===== src/rtl/fsm_seq_pkg.sv =====
// Package: fsm_seq_pkg
// Elaboration-time helpers for the serial sequence detector.
//  state_w    : width of the matched-prefix state vector for a given pattern length
//  next_state : longest pattern prefix that is a suffix of (matched prefix ++ bit)
//  fallback   : longest proper prefix of the pattern that is also a suffix of it
// Patterns are passed zero-extended to MaxPatLen bits; bit len-1 is the first expected bit.
package fsm_seq_pkg;

  localparam int unsigned MaxPatLen = 16;

  typedef logic [MaxPatLen-1:0] pat_t;

  function automatic int unsigned state_w(input int unsigned len);
    return (len < 2) ? 1 : $clog2(len);
  endfunction

  // Bit select with a narrow index so the selects stay width-clean.
  function automatic logic pat_bit(input pat_t pattern, input int unsigned idx);
    logic [3:0] ix;
    ix = idx[3:0];
    return pattern[ix];
  endfunction

  function automatic int unsigned next_state(input pat_t pattern, input int unsigned len,
                                             input int unsigned st, input logic b);
    int unsigned best;
    int unsigned pos;
    logic        ok;
    logic        sb;
    best = 0;
    for (int unsigned k = 1; k <= MaxPatLen; k++) begin
      if ((k <= st + 1) && (k <= len)) begin
        ok = 1'b1;
        for (int unsigned j = 0; j < MaxPatLen; j++) begin
          if (j < k) begin
            // Observed sequence is pattern[len-1 .. len-st] followed by b.
            pos = st + 1 - k + j;
            sb  = (pos == st) ? b : pat_bit(pattern, len - 1 - pos);
            if (sb != pat_bit(pattern, len - 1 - j)) ok = 1'b0;
          end
        end
        if (ok) best = k;
      end
    end
    return best;
  endfunction

  function automatic int unsigned fallback(input pat_t pattern, input int unsigned len);
    int unsigned best;
    logic        ok;
    best = 0;
    for (int unsigned k = 1; k < MaxPatLen; k++) begin
      if (k < len) begin
        ok = 1'b1;
        for (int unsigned j = 0; j < MaxPatLen; j++) begin
          if (j < k) begin
            if (pat_bit(pattern, len - 1 - j) != pat_bit(pattern, k - 1 - j)) ok = 1'b0;
          end
        end
        if (ok) best = k;
      end
    end
    return best;
  endfunction

endpackage


===== src/rtl/fsm_seq_timer.sv =====
// Module: fsm_seq_timer
// Progress watchdog for fsm_seq_detect (only instantiated with FSM_SEQ_TIMEOUT_EN).
// Counts cycles without prefix progress; expired_o is high while the count sits at TIMEOUT-1,
// and the count clears on the following edge.
//  Clock     in  clock, posedge
//  Reset     in  synchronous active-high reset
//  clear_i   in  restart the count (state is 0 or the prefix grew this cycle)
//  expired_o out count has reached TIMEOUT-1
module fsm_seq_timer #(
  parameter int unsigned TIMEOUT = 16
) (
  input  logic Clock,
  input  logic Reset,
  input  logic clear_i,
  output logic expired_o
);

  localparam int unsigned TW = (TIMEOUT < 2) ? 1 : $clog2(TIMEOUT);

  logic [TW-1:0] timer_q, timer_d;

  assign expired_o = (timer_q == TW'(TIMEOUT - 1));

  always_comb begin
    timer_d = timer_q + TW'(1);
    if (clear_i || expired_o) timer_d = '0;
  end

  always_ff @(posedge Clock) begin
    if (Reset) timer_q <= '0;
    else       timer_q <= timer_d;
  end

endmodule


===== src/rtl/fsm_seq_detect.sv =====
// Module: fsm_seq_detect
// Serial pattern detector with partial-match fallback (KMP-style next-state table built at
// elaboration). MSB of PATTERN is the first expected bit.
//  Clock    in  clock, posedge
//  Reset    in  synchronous active-high reset
//  en       in  sample-valid qualifier for A
//  A        in  serial data bit
//  K1       out registered 1-cycle pulse on a full match
//  K2       out registered level, state == PAT_LEN-1
//  state    out matched-prefix length
//  hit_cnt  out saturating match count
//  timeout  out registered pulse when the watchdog forces state to 0
// Optional feature macro: FSM_SEQ_TIMEOUT_EN adds the watchdog and the timeout port.
module fsm_seq_detect
  import fsm_seq_pkg::*;
#(
  parameter int unsigned        PAT_LEN = 4,
  parameter logic [PAT_LEN-1:0] PATTERN = 4'b1011,
  parameter bit                 OVERLAP = 1'b1,
  parameter int unsigned        CNT_W   = 8,
  parameter int unsigned        TIMEOUT = 16
) (
  input  logic                       Clock,
  input  logic                       Reset,
  input  logic                       en,
  input  logic                       A,
  output logic                       K1,
  output logic                       K2,
  output logic [state_w(PAT_LEN)-1:0] state,
  output logic [CNT_W-1:0]           hit_cnt
`ifdef FSM_SEQ_TIMEOUT_EN
  ,
  output logic                       timeout
`endif
);

  localparam int unsigned SW     = state_w(PAT_LEN);
  localparam int unsigned NumSt  = 2 ** SW;
  localparam pat_t        PatExt = 16'(PATTERN);
  localparam int unsigned Fb     = fallback(PatExt, PAT_LEN);

  typedef logic [SW-1:0] state_t;
  typedef logic [SW:0]   len_t;   // holds 0..PAT_LEN, where PAT_LEN means full match

  state_t           state_q, state_d;
  logic             k1_q, k1_d;
  logic             k2_q;
  logic [CNT_W-1:0] hit_cnt_q, hit_cnt_d;
  len_t             n;
  logic             match;
  logic             progress;
  logic             expired;

  // Unreachable rows (state >= PAT_LEN) map to 0.
  len_t nxt_tbl [NumSt][2];
  for (genvar s = 0; s < NumSt; s++) begin : g_st
    for (genvar b = 0; b < 2; b++) begin : g_bit
      localparam int unsigned N = (s < PAT_LEN) ? next_state(PatExt, PAT_LEN, s, 1'(b)) : 0;
      assign nxt_tbl[s][b] = len_t'(N);
    end
  end

  always_comb begin
    n = len_t'(state_q);
    if (en) n = nxt_tbl[state_q][A];
    match    = en && (n == len_t'(PAT_LEN));
    progress = en && !match && (n > len_t'(state_q));

    state_d   = state_q;
    k1_d      = 1'b0;
    hit_cnt_d = hit_cnt_q;
    if (match) begin
      k1_d    = 1'b1;
      state_d = OVERLAP ? state_t'(Fb) : '0;
      if (hit_cnt_q != '1) hit_cnt_d = hit_cnt_q + CNT_W'(1);
    end else if (en) begin
      state_d = state_t'(n);
    end
    // A full match on the expiry edge wins over the forced return.
    if (expired && !match) state_d = '0;
  end

`ifdef FSM_SEQ_TIMEOUT_EN
  logic timeout_q;

  fsm_seq_timer #(
    .TIMEOUT (TIMEOUT)
  ) u_timer (
    .Clock     (Clock),
    .Reset     (Reset),
    .clear_i   ((state_q == '0) || progress),
    .expired_o (expired)
  );

  always_ff @(posedge Clock) begin
    if (Reset) timeout_q <= 1'b0;
    else       timeout_q <= expired && !match;
  end

  assign timeout = timeout_q;
`else
  assign expired = 1'b0;
  logic unused_progress;
  assign unused_progress = progress;
`endif

  always_ff @(posedge Clock) begin
    if (Reset) begin
      state_q   <= '0;
      k1_q      <= 1'b0;
      k2_q      <= 1'b0;
      hit_cnt_q <= '0;
    end else begin
      state_q   <= state_d;
      k1_q      <= k1_d;
      k2_q      <= (state_d == state_t'(PAT_LEN - 1));
      hit_cnt_q <= hit_cnt_d;
    end
  end

  assign state   = state_q;
  assign K1      = k1_q;
  assign K2      = k2_q;
  assign hit_cnt = hit_cnt_q;

endmodule

===== config.mk =====
export PLATFORM = sky130hd
export DESIGN_NAME = fsm_seq_detect
export DESIGN_NICKNAME = d
export VERILOG_FILES = /design/src/rtl/fsm_seq_pkg.sv /design/src/rtl/fsm_seq_timer.sv /design/src/rtl/fsm_seq_detect.sv
export SDC_FILE = /design/constraint.sdc
export NUM_CORES = 1
export LEC_CHECK = 0
export BUFFER_PORTS_ARGS = -buffer_cell sky130_fd_sc_hd__buf_4
export CAP_MARGIN = 40
export CORE_AREA = 2 2 39 41
export DETAILED_ROUTE_END_ITERATION = 8
export DIE_AREA = 0 0 41 43
export PLACE_DENSITY = 0.64
export SETUP_SLACK_MARGIN = 0.05
export SYNTH_ARGS = -nofsm -noshare
export SYNTH_HDL_FRONTEND = slang
export SYNTH_SLANG_ARGS = --single-unit

===== constraint.sdc =====
create_clock -name Clock -period 2.5 [get_ports Clock]
set_input_delay 0.375 -clock Clock [delete_from_list [all_inputs] [get_ports Clock]]
set_output_delay 0.375 -clock Clock [all_outputs]
set_load 0.02 [all_outputs]

==> metrics.cfg <==
[status]
status = complete, no violations

[setup_path]
critical_path_class = flop to flop
timing.critical_path.arrival_ns = 1.66
crit_path_start_kind = flop
worst_r2r_end = hit_cnt[7]$_SDFFE_PP0P_
register_to_register_path_setup_slack_ns = 1.00
worst-path-max-fanout = 7
worst_r2r_startpoint = state[0]$_SDFF_PP0_
critPathCaptureType = flop
timing.reg2reg.worst_path_depth = 4
critical_path_required_ns = 2.66

[routing]
drt.antenna.violating_nets = 0
routed_wl_per_cell_um = 11.4
detail_route.vias_per_cell = 4.91
final_wirelength_mm = 1.03
drc = 0
firstDrtPassIters = 2
detailroute.via_count = 442
drtIter0Drc = 6

[synth]
largest_cells_by_area_after_synthesis = sky130_fd_sc_hd__dfxtp_1 42%, sky130_fd_sc_hd__xor2_1 7.7%, sky130_fd_sc_hd__nor2_1 6.0%
avgSynthCellArea_um2 = 9.94
ys_top_cells_by_count = 12 x sky130_fd_sc_hd__dfxtp_1, 9 x sky130_fd_sc_hd__nor2_1, 5 x sky130_fd_sc_hd__xor2_1
synth_ff_type = sky130_fd_sc_hd__dfxtp_1
synth_most_common_cell = sky130_fd_sc_hd__dfxtp_1
synth.yosys.seq_area_share_pct = 42.4
synthDominantCellAreaShare_pct = 42.4
post_synthesis_cell_area_um2 = 567
yosys_register_bits = 12
postSynth.asyncResetShare_pct = 0
synth_edf_count = 0
dominant_cell_type_by_area_after_synthesis = sky130_fd_sc_hd__dfxtp_1
ys_types = 29
synth-warning-count = 0
synthesized_net_count = 62
synth_cells = 57

[die]
die_height_um = 43
die_area_um2 = 1760
rows = 14
boundaryPins = 16
initial_core_utilization_pct = 41.0
design.core.area_um2 = 1380
die-width_um = 41

[power]
power.total_uw = 364
static-leakage-power_uw = 0.000327
power_density_nw_per_um2 = 503
max_vdd_drop_uv = 320

[grt]
grt_antenna_before_repair = 0
remaining_global_route_overflow = 0
grt_first_pass_wirelength_mm = 1.81
global_route.usage.total_pct = 15.2
grt_max_degree = 14
grt_pass1_vias = 433

[clocking]
cts.repair_timing.setup_buffer_count = 0
cts.root.buffer_cell = sky130_fd_sc_hd__clkbuf_4
cts-root-to-sink-buffers = 2
cts_num_sinks = 12
cts_made_buffers = 3
worst_skew_pair.late_latency_ns = 0.27
cts-hold-fix-buffers = 0
cts.reportedPaths.clkPinSlew_ns = 0.08
post_cts_resize_count = 0
h-tree-depth = 1
cts_tree = yes

[timing]
period_share_pct = 59.9
maxClockFrequency_mhz = 667
slew_violations = 0
worst-slew-pin-transition_ns = 0.259
finalHoldViolCount = 0
max-slew-margin-rel_pct = 82.6
setup_viol_count_final = 0
unrepaired_setup_endpoints_after_global_routing = no
final.setup.tns_ns = 0
post-route-min-period_ns = 1.50
timing.clock.skew_ns = 0.000564

[final_layout]
area_growth_pct = 27.8
antenna_diode_count = 0
finalNetCount = 80
final_layout_size_suffix_gt1_share_pct = 32.4

[flow_run]
max-cap-violations = 0

[hold_path]
worst_hold_path_type = input port to flop
hold_path.startpoint = Reset
hold-path-cell-count = 2
hold_endpoint = K1$_SDFF_PP0_

[place]
io_port_bufs = 15
routabilityCongestion = 0.722
hpwl_um = 746

[area by class of cell]
cell class | instances | area, µm²
fill | 136 | 659
sequential | 12 | 240
multi-input combinational | 42 | 312
clock buffer | 4 | 36.3
inverter | 1 | 3.75
timing repair buffer | 15 | 113
tap | 16 | 20.0
[worst max path at each step]
stage	startpoint	depth (start not counted)	end
after floorplan	hit_cnt[0]$_SDFFE_PP0P_	5	hit_cnt[7]$_SDFFE_PP0P_
after global placement	en	5	hit_cnt[7]$_SDFFE_PP0P_
after detailed placement	A	5	hit_cnt[7]$_SDFFE_PP0P_
after CTS	state[0]$_SDFF_PP0_	4	hit_cnt[7]$_SDFFE_PP0P_
after global routing	state[0]$_SDFF_PP0_	4	hit_cnt[7]$_SDFFE_PP0P_
final	state[0]$_SDFF_PP0_	4	hit_cnt[7]$_SDFFE_PP0P_
[cells by family after synthesis]
logic type	Yosys count	share of synthesized area, %
XOR/XNOR	6	9.27
AO/OA/AOI/OAI	8	11.7
buffers and inverters	3	2.65
adder cells (fa/ha/maj)	1	2.21
multiplexers	2	3.75
AND/OR/NAND/NOR	25	28.0
flip-flops	12	42.4
[state kept, by name, summed over array words and instances (netlist names)]
signal   flops
hit_cnt      8
state        2
K1           1
K2           1
[cell usage in the layout, fill, tap and decap left out, types with 2 or more instances in the layout]
master	netlist	final
sky130_fd_sc_hd__buf_4	1	15
sky130_fd_sc_hd__clkbuf_4	0	3
sky130_fd_sc_hd__dfxtp_1	12	12
sky130_fd_sc_hd__nand2_1	4	4
sky130_fd_sc_hd__nor2_1	9	9
sky130_fd_sc_hd__nor2b_1	2	2
sky130_fd_sc_hd__o21ai_0	2	2
sky130_fd_sc_hd__xor2_1	5	5
[where the power goes]
part           switching (µW)  total, µW  internal, µW
clock                    65.7        154          88.5
combinational            8.85       16.2          7.37
sequential               1.43        194           192
total                    76.0        364           288
[through the flow]
step	instance area, µm²	std cells	utilization, %	worst slack [ns]	hold slack (ns)
CTS	724	90	52.4	0.986	0.355
finish	724	90	52.4	1.00	0.364
global placement	688	86	49.7	0.945	0.531
global route	724	90	52.4	0.871	0.363
floorplan	567	57	-	0.973	0.528
detailed placement	688	86	49.7	0.921	0.542
[worst max-delay path, stage by stage (launching register included)]
cell                       delay, ns
sky130_fd_sc_hd__dfxtp_1        0.40
sky130_fd_sc_hd__and4_1         0.37
sky130_fd_sc_hd__o211ai_4       0.12
sky130_fd_sc_hd__nor3_2         0.17
sky130_fd_sc_hd__mux2_1         0.33
[per-layer routing]
metal	global-route usage, %	share of wire, %	vias to the layer above
met2	20.3	45	9
met3	3.14	5.2	2
met4	12.0	1.3	0
met1	20.1	48	201
li1	-	-	230
met5	0	0	-
Power figures use the tool's default switching activity.
